--- src/rtl/scan_pattern_ctrl.sv ---
`default_nettype none
// ============================================================================
// Module   : scan_pattern_ctrl
// Purpose  : Tester-side scan sequencer. Runs one test per start request:
//            it shifts a pattern into the chain, applies one capture cycle,
//            shifts the response out, and compares the response against an
//            expected vector under a mask.
// Ports    : CK            - clock shared with the chain under test
//            RN            - asynchronous reset, active low
//            start         - one-cycle request to run a test (IDLE only)
//            abort         - terminates any running test, priority over start
//            pat_in        - stimulus, bit i -> chain position i
//            exp_in        - expected captured value per position
//            mask_in       - 1 = compare position, 0 = don't care
//            scan_data_out - chain serial output (last flop Q)
//            scan_enable   - 1 = chain shifts, 0 = functional capture
//            scan_data_in  - serial data into the chain
//            busy          - test in progress (SHIFT_IN..SHIFT_OUT)
//            done          - one-cycle completion pulse
//            pass          - compare result, held until the next done
//            resp_out      - captured response, bit i = chain position i
// Revision : 1.0 - initial release
// ============================================================================
module scan_pattern_ctrl #(
  parameter int CHAIN_LEN = 16,
  parameter int CNT_W     = 6
) (
  input  logic                 CK,
  input  logic                 RN,
  input  logic                 start,
  input  logic                 abort,
  input  logic [CHAIN_LEN-1:0] pat_in,
  input  logic [CHAIN_LEN-1:0] exp_in,
  input  logic [CHAIN_LEN-1:0] mask_in,
  input  logic                 scan_data_out,
  output logic                 scan_enable,
  output logic                 scan_data_in,
  output logic                 busy,
  output logic                 done,
  output logic                 pass,
  output logic [CHAIN_LEN-1:0] resp_out
);

  localparam logic [CNT_W-1:0] c_last = CNT_W'(CHAIN_LEN - 1);

  typedef enum logic [2:0] {
    S_IDLE      = 3'd0,
    S_SHIFT_IN  = 3'd1,
    S_CAPTURE   = 3'd2,
    S_SHIFT_OUT = 3'd3,
    S_DONE      = 3'd4
  } state_t;

  state_t               r_state, w_state_nxt;
  logic [CNT_W-1:0]     r_cnt, w_cnt_nxt;
  // Working copy of the pattern; shifted left so the next serial bit is
  // always at the MSB, avoiding a variable bit select.
  logic [CHAIN_LEN-1:0] r_pat, w_pat_nxt;
  logic [CHAIN_LEN-1:0] r_exp, w_exp_nxt;
  logic [CHAIN_LEN-1:0] r_mask, w_mask_nxt;
  logic [CHAIN_LEN-1:0] r_resp, w_resp_nxt;
  logic [CHAIN_LEN-1:0] r_resp_out, w_resp_out_nxt;
  logic                 r_se, w_se_nxt;
  logic                 r_sdi, w_sdi_nxt;
  logic                 r_busy, w_busy_nxt;
  logic                 r_done, w_done_nxt;
  logic                 r_pass, w_pass_nxt;

  // The first bit out of the chain is the one furthest from scan_data_in,
  // so shifting in at the LSB lands it at resp[CHAIN_LEN-1].
  logic [CHAIN_LEN-1:0] w_resp_shift;
  logic                 w_cmp_ok;

  assign w_resp_shift = {r_resp[CHAIN_LEN-2:0], scan_data_out};
  // Compare against the response including the bit sampled this edge, so
  // pass is valid in the same cycle done rises.
  assign w_cmp_ok     = ~|((w_resp_shift ^ r_exp) & r_mask);

  always_ff @(posedge CK or negedge RN) begin
    if (!RN) begin
      r_state    <= S_IDLE;
      r_cnt      <= '0;
      r_pat      <= '0;
      r_exp      <= '0;
      r_mask     <= '0;
      r_resp     <= '0;
      r_resp_out <= '0;
      r_se       <= 1'b0;
      r_sdi      <= 1'b0;
      r_busy     <= 1'b0;
      r_done     <= 1'b0;
      r_pass     <= 1'b0;
    end else begin
      r_state    <= w_state_nxt;
      r_cnt      <= w_cnt_nxt;
      r_pat      <= w_pat_nxt;
      r_exp      <= w_exp_nxt;
      r_mask     <= w_mask_nxt;
      r_resp     <= w_resp_nxt;
      r_resp_out <= w_resp_out_nxt;
      r_se       <= w_se_nxt;
      r_sdi      <= w_sdi_nxt;
      r_busy     <= w_busy_nxt;
      r_done     <= w_done_nxt;
      r_pass     <= w_pass_nxt;
    end
  end

  // Next-state and next-output logic. All outputs are registered, so each
  // branch sets the values the outputs must carry in the *next* state.
  always_comb begin
    w_state_nxt    = r_state;
    w_cnt_nxt      = r_cnt;
    w_pat_nxt      = r_pat;
    w_exp_nxt      = r_exp;
    w_mask_nxt     = r_mask;
    w_resp_nxt     = r_resp;
    w_resp_out_nxt = r_resp_out;
    w_pass_nxt     = r_pass;
    w_se_nxt       = 1'b0;
    w_sdi_nxt      = 1'b0;
    w_busy_nxt     = 1'b0;
    w_done_nxt     = 1'b0;

    if (abort) begin
      w_state_nxt = S_IDLE;
      w_cnt_nxt   = '0;
    end else begin
      case (r_state)
        S_IDLE: begin
          if (start) begin
            w_state_nxt = S_SHIFT_IN;
            w_cnt_nxt   = '0;
            w_exp_nxt   = exp_in;
            w_mask_nxt  = mask_in;
            w_pat_nxt   = {pat_in[CHAIN_LEN-2:0], 1'b0};
            w_sdi_nxt   = pat_in[CHAIN_LEN-1];
            w_se_nxt    = 1'b1;
            w_busy_nxt  = 1'b1;
          end
        end

        S_SHIFT_IN: begin
          w_busy_nxt = 1'b1;
          if (r_cnt == c_last) begin
            w_state_nxt = S_CAPTURE;
            w_cnt_nxt   = '0;
          end else begin
            w_cnt_nxt = r_cnt + CNT_W'(1);
            w_se_nxt  = 1'b1;
            w_sdi_nxt = r_pat[CHAIN_LEN-1];
            w_pat_nxt = {r_pat[CHAIN_LEN-2:0], 1'b0};
          end
        end

        S_CAPTURE: begin
          w_state_nxt = S_SHIFT_OUT;
          w_cnt_nxt   = '0;
          w_se_nxt    = 1'b1;
          w_busy_nxt  = 1'b1;
        end

        S_SHIFT_OUT: begin
          w_resp_nxt = w_resp_shift;
          if (r_cnt == c_last) begin
            w_state_nxt    = S_DONE;
            w_cnt_nxt      = '0;
            w_done_nxt     = 1'b1;
            w_pass_nxt     = w_cmp_ok;
            w_resp_out_nxt = w_resp_shift;
          end else begin
            w_cnt_nxt  = r_cnt + CNT_W'(1);
            w_se_nxt   = 1'b1;
            w_busy_nxt = 1'b1;
          end
        end

        S_DONE: begin
          w_state_nxt = S_IDLE;
          w_cnt_nxt   = '0;
        end

        default: begin
          w_state_nxt = S_IDLE;
          w_cnt_nxt   = '0;
        end
      endcase
    end
  end

  assign scan_enable  = r_se;
  assign scan_data_in = r_sdi;
  assign busy         = r_busy;
  assign done         = r_done;
  assign pass         = r_pass;
  assign resp_out     = r_resp_out;

endmodule
`default_nettype wire

--- config.mk ---
export PLATFORM = sky130hd
export DESIGN_NAME = scan_pattern_ctrl
export DESIGN_NICKNAME = d
export VERILOG_FILES = /design/src/rtl/scan_pattern_ctrl.sv
export SDC_FILE = /design/constraint.sdc
export NUM_CORES = 1
export LEC_CHECK = 0
export ABC_AREA = 1
export ABC_CLOCK_PERIOD_IN_PS = 4450
export CORE_ASPECT_RATIO = 0.5
export CORE_UTILIZATION = 35
export DETAILED_ROUTE_END_ITERATION = 6
export PLACE_DENSITY = 0.65
export SYNTH_ARGS = -nofsm -noshare
export SYNTH_HDL_FRONTEND = slang
export SYNTH_SLANG_ARGS = --single-unit
export TNS_END_PERCENT = 100
--- constraint.sdc ---
create_clock -name CK -period 4.45 [get_ports CK]
set_clock_uncertainty 0.05 [all_clocks]
set_input_delay 0.89 -clock CK [delete_from_list [all_inputs] [get_ports CK]]
set_output_delay 0.89 -clock CK [all_outputs]
set_load 0.03 [all_outputs]
======== Word level (Yosys, flattened, before mapping) ========
Index checks and enable logic that the tools add are counted.
storage, ports and cells
  bits in registers ....................... 93
  input port bits ......................... 53
  output and inout port bits .............. 21
  logic and storage cells ................. 61
cells by class
  add/subtract/negate cells ............... 1
  eq/ne operators ......................... 9
  muxes and demuxes ....................... 25
  bitwise logic cells ..................... 3
  reduce and logical (&&, ||, !) cells .... 11
operator list
  kind                                                                   count
  16-bit two-way mux                                                     2
  16-bit one-hot mux with 2 select lines                                 1
  6-bit two-way mux                                                      3
  16-bit bitwise AND                                                     1
  16-bit OR reduction                                                    1
  16-bit XOR                                                             1
  3-bit two-way mux                                                      4
  3-bit one-hot mux with 4 select lines                                  1
  6-bit one-hot mux with 2 select lines                                  1
  1-bit two-way mux                                                      10
  3-bit != test, second input constant                                   3
  3-bit AND reduction                                                    3
  6-bit by 1-bit adder with 6-bit output, second input constant          1
  3-bit by 2-bit equality test with 1-bit output, second input constant  2
  6-bit by 4-bit equality test with 1-bit output, second input constant  1
  1-bit one-hot mux with 3 select lines                                  2
  2-bit != test, second input constant                                   2
  4-bit AND reduction                                                    1
  2-bit OR reduction                                                     2
  3-bit by 1-bit equality test with 1-bit output, second input constant  1
  3-bit zero test                                                        1
  1-bit one-hot mux with 2 select lines                                  1
  2-bit AND reduction                                                    1
  2-bit nonzero test                                                     1
  other kinds (2)                                                        2

======== Depth between registers and ports, before layout ========
  depth after elaboration ................. 4
  gate-level depth with buffers ........... 9
  depth with buffers taken out ............ 9

======== Worst setup path after synthesis ========
OpenSTA, ideal clock, no wires.
  kind .................................... in2reg
  start ................................... input start
  end ..................................... register r_exp[11]
  setup time .............................. 117 ps
  arrival time ............................ 1,779 ps
  data required time ...................... 4,283 ps
  path slack .............................. 2,504 ps
  cell stages on the path ................. 7
  path buffers ............................ 2
  path through ............................ inv_1 -> nor4_4 -> nand2_1 -> buf_2 -> buf_6 -> nand2_1 -> nand2_1
on the way
  cells in the longest elaborated chain, start to end .. 1
ends and longest elaborated chain
  what                                  line  source
  start, declared                       30    input logic start,
  3-bit AND reduction (no source line)  -
  end signal, assigned                  97    r_exp <= w_exp_nxt;
  end, declared                         59    logic [CHAIN_LEN-1:0] r_exp, w_exp_nxt;
No other way between the ends.
A chain may end at the register's enable or synchronous reset.

======== Final worst setup path ========
  start ................................... input abort
  end ..................................... register r_pat[13]
on the way
  cells in the longest elaborated chain, start to end .. 2
ends and longest elaborated chain
  what                                  line  source
  start, declared                       31    input logic abort,
  1-bit inverter (no source line)       -
  4-bit AND reduction (no source line)  -
  end signal, assigned                  96    r_pat <= w_pat_nxt;
  end, declared                         58    logic [CHAIN_LEN-1:0] r_pat, w_pat_nxt;
No other way between the ends.

==> run_results.csv <==
group,metric,value,unit
sta,hold_viol_final,0,
routing,drc_errors,0,
floorplan,num_io_pins,74,
min_path,hp-class,"reg2reg",
power,max-vdd-ir-drop,0.212,mV
clock_tree,cts_hold_repair.buffers,0,
clock_tree,cts.sink_count,92,
global_route,grt_antenna_before_repair,0,
placed_design,placement.io_buffers,73,
floorplan,num_rows,27,
worst_setup_path,cp-end-kind,"flip-flop",
sta,worst_pin_slew,1100,ps
floorplan,fp.dieArea,12100,µm²
synth,part_of_the_yosys_area_used_for_sequential_elements,56.6,%
routing,num_vias,3307,
run,cap_viol_max_count,0,
run_status,run_status,"complete, no violations",
clock_tree,maximum_count_of_clock_buffers_along_a_single_path,2,
sta,count_of_endpoints_failing_setup_in_the_final_report,0,
synth,yosys_register_bits,92,
worst_setup_path,r2r_setup_slack,1810,ps
synth,synth-async-reset-ratio,100,%
power,finalPower,2.85,mW
clock_tree,cts_root_buffer,"clkbuf_16",
sta,slew_violations,0,
cells_and_area,nNetsFinal,626,
synth,synth_largest_type_area_fraction,56.6,%
routing,route.final.wire_length,8.79,mm
routing,drt-pass1-iter-count,7,
clock_tree,tritoncts.num_buffers,9,
cells_and_area,ratio_of_cells_with_drive_above_1_in_the_final_layout,4.34,%
synth,unique_cell_type_count_in_the_yosys_netlist,20,
sta,fin_crit,2850,ps
routing,drt_iter0_drc,198,
worst_setup_path,critPathLaunchType,"input pin",
clock_tree,cts_tree,"yes",
global_route,overflow,0,
global_route,grt_start_max_net_pins,66,
worst_setup_path,cell_chain_of_the_critical_path,"clkdlybuf4s50_1 -> inv_1 -> buf_4 -> nand2_1 -> nor2_1 -> nand2_1 -> a21oi_2 -> o21ai_0",
worst_setup_path,timing.critical_path.fanout_max,33,
cells_and_area,final_cell_area_excluding_filler_cells,5200,µm²
routing,viasPerCell,4.59,
synth,syn_inst,504,
cells_and_area,synthToLayoutAreaGrowth,27.9,%
floorplan,core,11100,µm²
clock_tree,cts.reportedPaths.clkPinSlew,60,ps
routing,wire_per_inst,12.2,µm
sta,layout_worst_path_cycle_share,64.0,%
floorplan,chipWidth,154,µm
global_route,via_count_of_the_first_global_routing_pass,3224,
global_route,grt_first_pass_wirelength,15.4,mm
sta,worst_slew_margin_rel,26.6,%
power,power.leakage,2.48,nW
clock_tree,htree_levels,3,
worst_setup_path,critical_path.max_stage_delay,790,ps
clock_tree,post_cts.resized_instances,0,
synth,syn_nets,558,
cells_and_area,antenna_cells,0,
global_route,gr-usage-all-layers,16.3,%
floorplan,initial_core_util,36.5,%
synth,netlist_area,4070,µm²
worst_setup_path,cp_data_arrival_time,2970,ps
synth,top_reg_cell_synth,"dfrtp_1",
synth,yosys-top-cells-count,"nand2_1, dfrtp_1, o21ai_0, inv_1",
sta,max_clock_freq,351,MHz
worst_setup_path,cpMostUsedCell,"nand2_1",
synth,synth_top_cells_by_area,"dfrtp_1, nand2_1, o21ai_0",
synth,synth-edff-count,0,
synth,synthMostInstantiatedCell,"nand2_1",
sta,finalSetupTns,0,ps
synth,ys_warn_count,0,
sta,final_hold_slack,423,ps
placed_design,dpl.hpwl,6.11,mm
synth,synth_largest_area_cell,"dfrtp_1",
routing,drt.antenna.violating_nets,0,
worst_setup_path,timing.setup.critical_path_class,"in2reg",
placed_design,gp_routability_congestion,0.788,
worst_setup_path,critical_path.slowest_cell,"a21oi_2",
power,power_density_over_the_cells,549,nW/µm²
synth,postSynthAreaPerCell,8.07,µm²
sta,setup_repair_after_global_routing_missed_its_margin,"false",
floorplan,die_h,78.2,µm
clock_tree,cts_setup_buffers,0,
clock_tree,clkLatencyLatePin,340,ps
placed_design,dpl_cell_area,4920,µm²
worst_setup_path,required,4570,ps
final timing paths:
kind | start | endpoint | cells after the start
min in group asynchronous | RN | resp_out[8] | 1
min reg2reg | r_mask[8] | r_mask[8] | 2
min | r_mask[8] | r_mask[8] | 2
max | abort | r_pat[13] | 8
max in group asynchronous | RN | r_cnt[2] | 2
max reg2reg | r_state[1] | r_pat[13] | 5
state kept, by name, summed over array words and instances (netlist names):
name          flops
r_exp            16
done              1
resp_out         16
r_cnt             6
r_mask           16
scan_enable       1
r_resp           15
scan_data_in      1
r_state           3
pass              1
busy              1
r_pat            15
metal layers:
metal	track usage, %	vias up	part of all wire (%)
met5	0	-	0
met4	3.86	0	0.69
met3	4.86	6	4.2
met2	27.5	48	49
met1	20.6	1528	47
li1	-	1725	-
cells by family (layout without fill, tap and decap cells):
group	count (synthesis)	in the layout	synth area share, %
buffers and inverters	73	145	7.14
adder cells (fa/ha/maj)	1	1	0.308
AO/OA/AOI/OAI	81	81	10.1
flip-flops	92	92	56.6
AND/OR/NAND/NOR	257	257	25.8
critical path: cells and delay by family:
| kind | cells | cell delay (ps) |
|---|---|---|
| buf+inv | 3 | 860 |
| simple gates | 3 | 260 |
| compound gates | 2 | 960 |
area by class of cell:
type	count	area, µm²
flip-flops and latches	92	2300
fillers	1081	5950
repair buffers	78	766
well taps	145	181
clock buffers	12	256
multi-input cells	339	1480
inverters	52	195
clock inverters	3	21.3
through the flow:
| step | util, % | setup slack, ps | cells |
|---|---|---|---|
| after CTS | 46.6 | 1620 | 721 |
| after detailed placement | 44.2 | 1260 | 706 |
| final | 46.6 | 1600 | 721 |
| after global placement | 44.2 | 1350 | 706 |
| after global routing | 46.6 | 1330 | 721 |
| after floorplan | - | 2500 | 504 |
layout by cell type (no fill, tap or decap), types with 2 or more instances in the layout:
master,instances
nand2_1,168
dfrtp_1,92
clkdlybuf4s50_1,72
o21ai_0,56
inv_1,52
nand3_1,41
nor2_1,41
a21oi_1,17
clkbuf_16,9
buf_4,6
o21ai_1,5
nor3_1,2
clkbuf_8,2
report_power, final:
part | leakage [nW] | total, mW | switching [mW] | internal [mW]
Clock | 0.135 | 0.717 | 0.309 | 0.407
Combinational | 1.17 | 0.841 | 0.516 | 0.325
Sequential | 1.18 | 1.30 | 0.181 | 1.12
(Power assumes the default switching activity.)
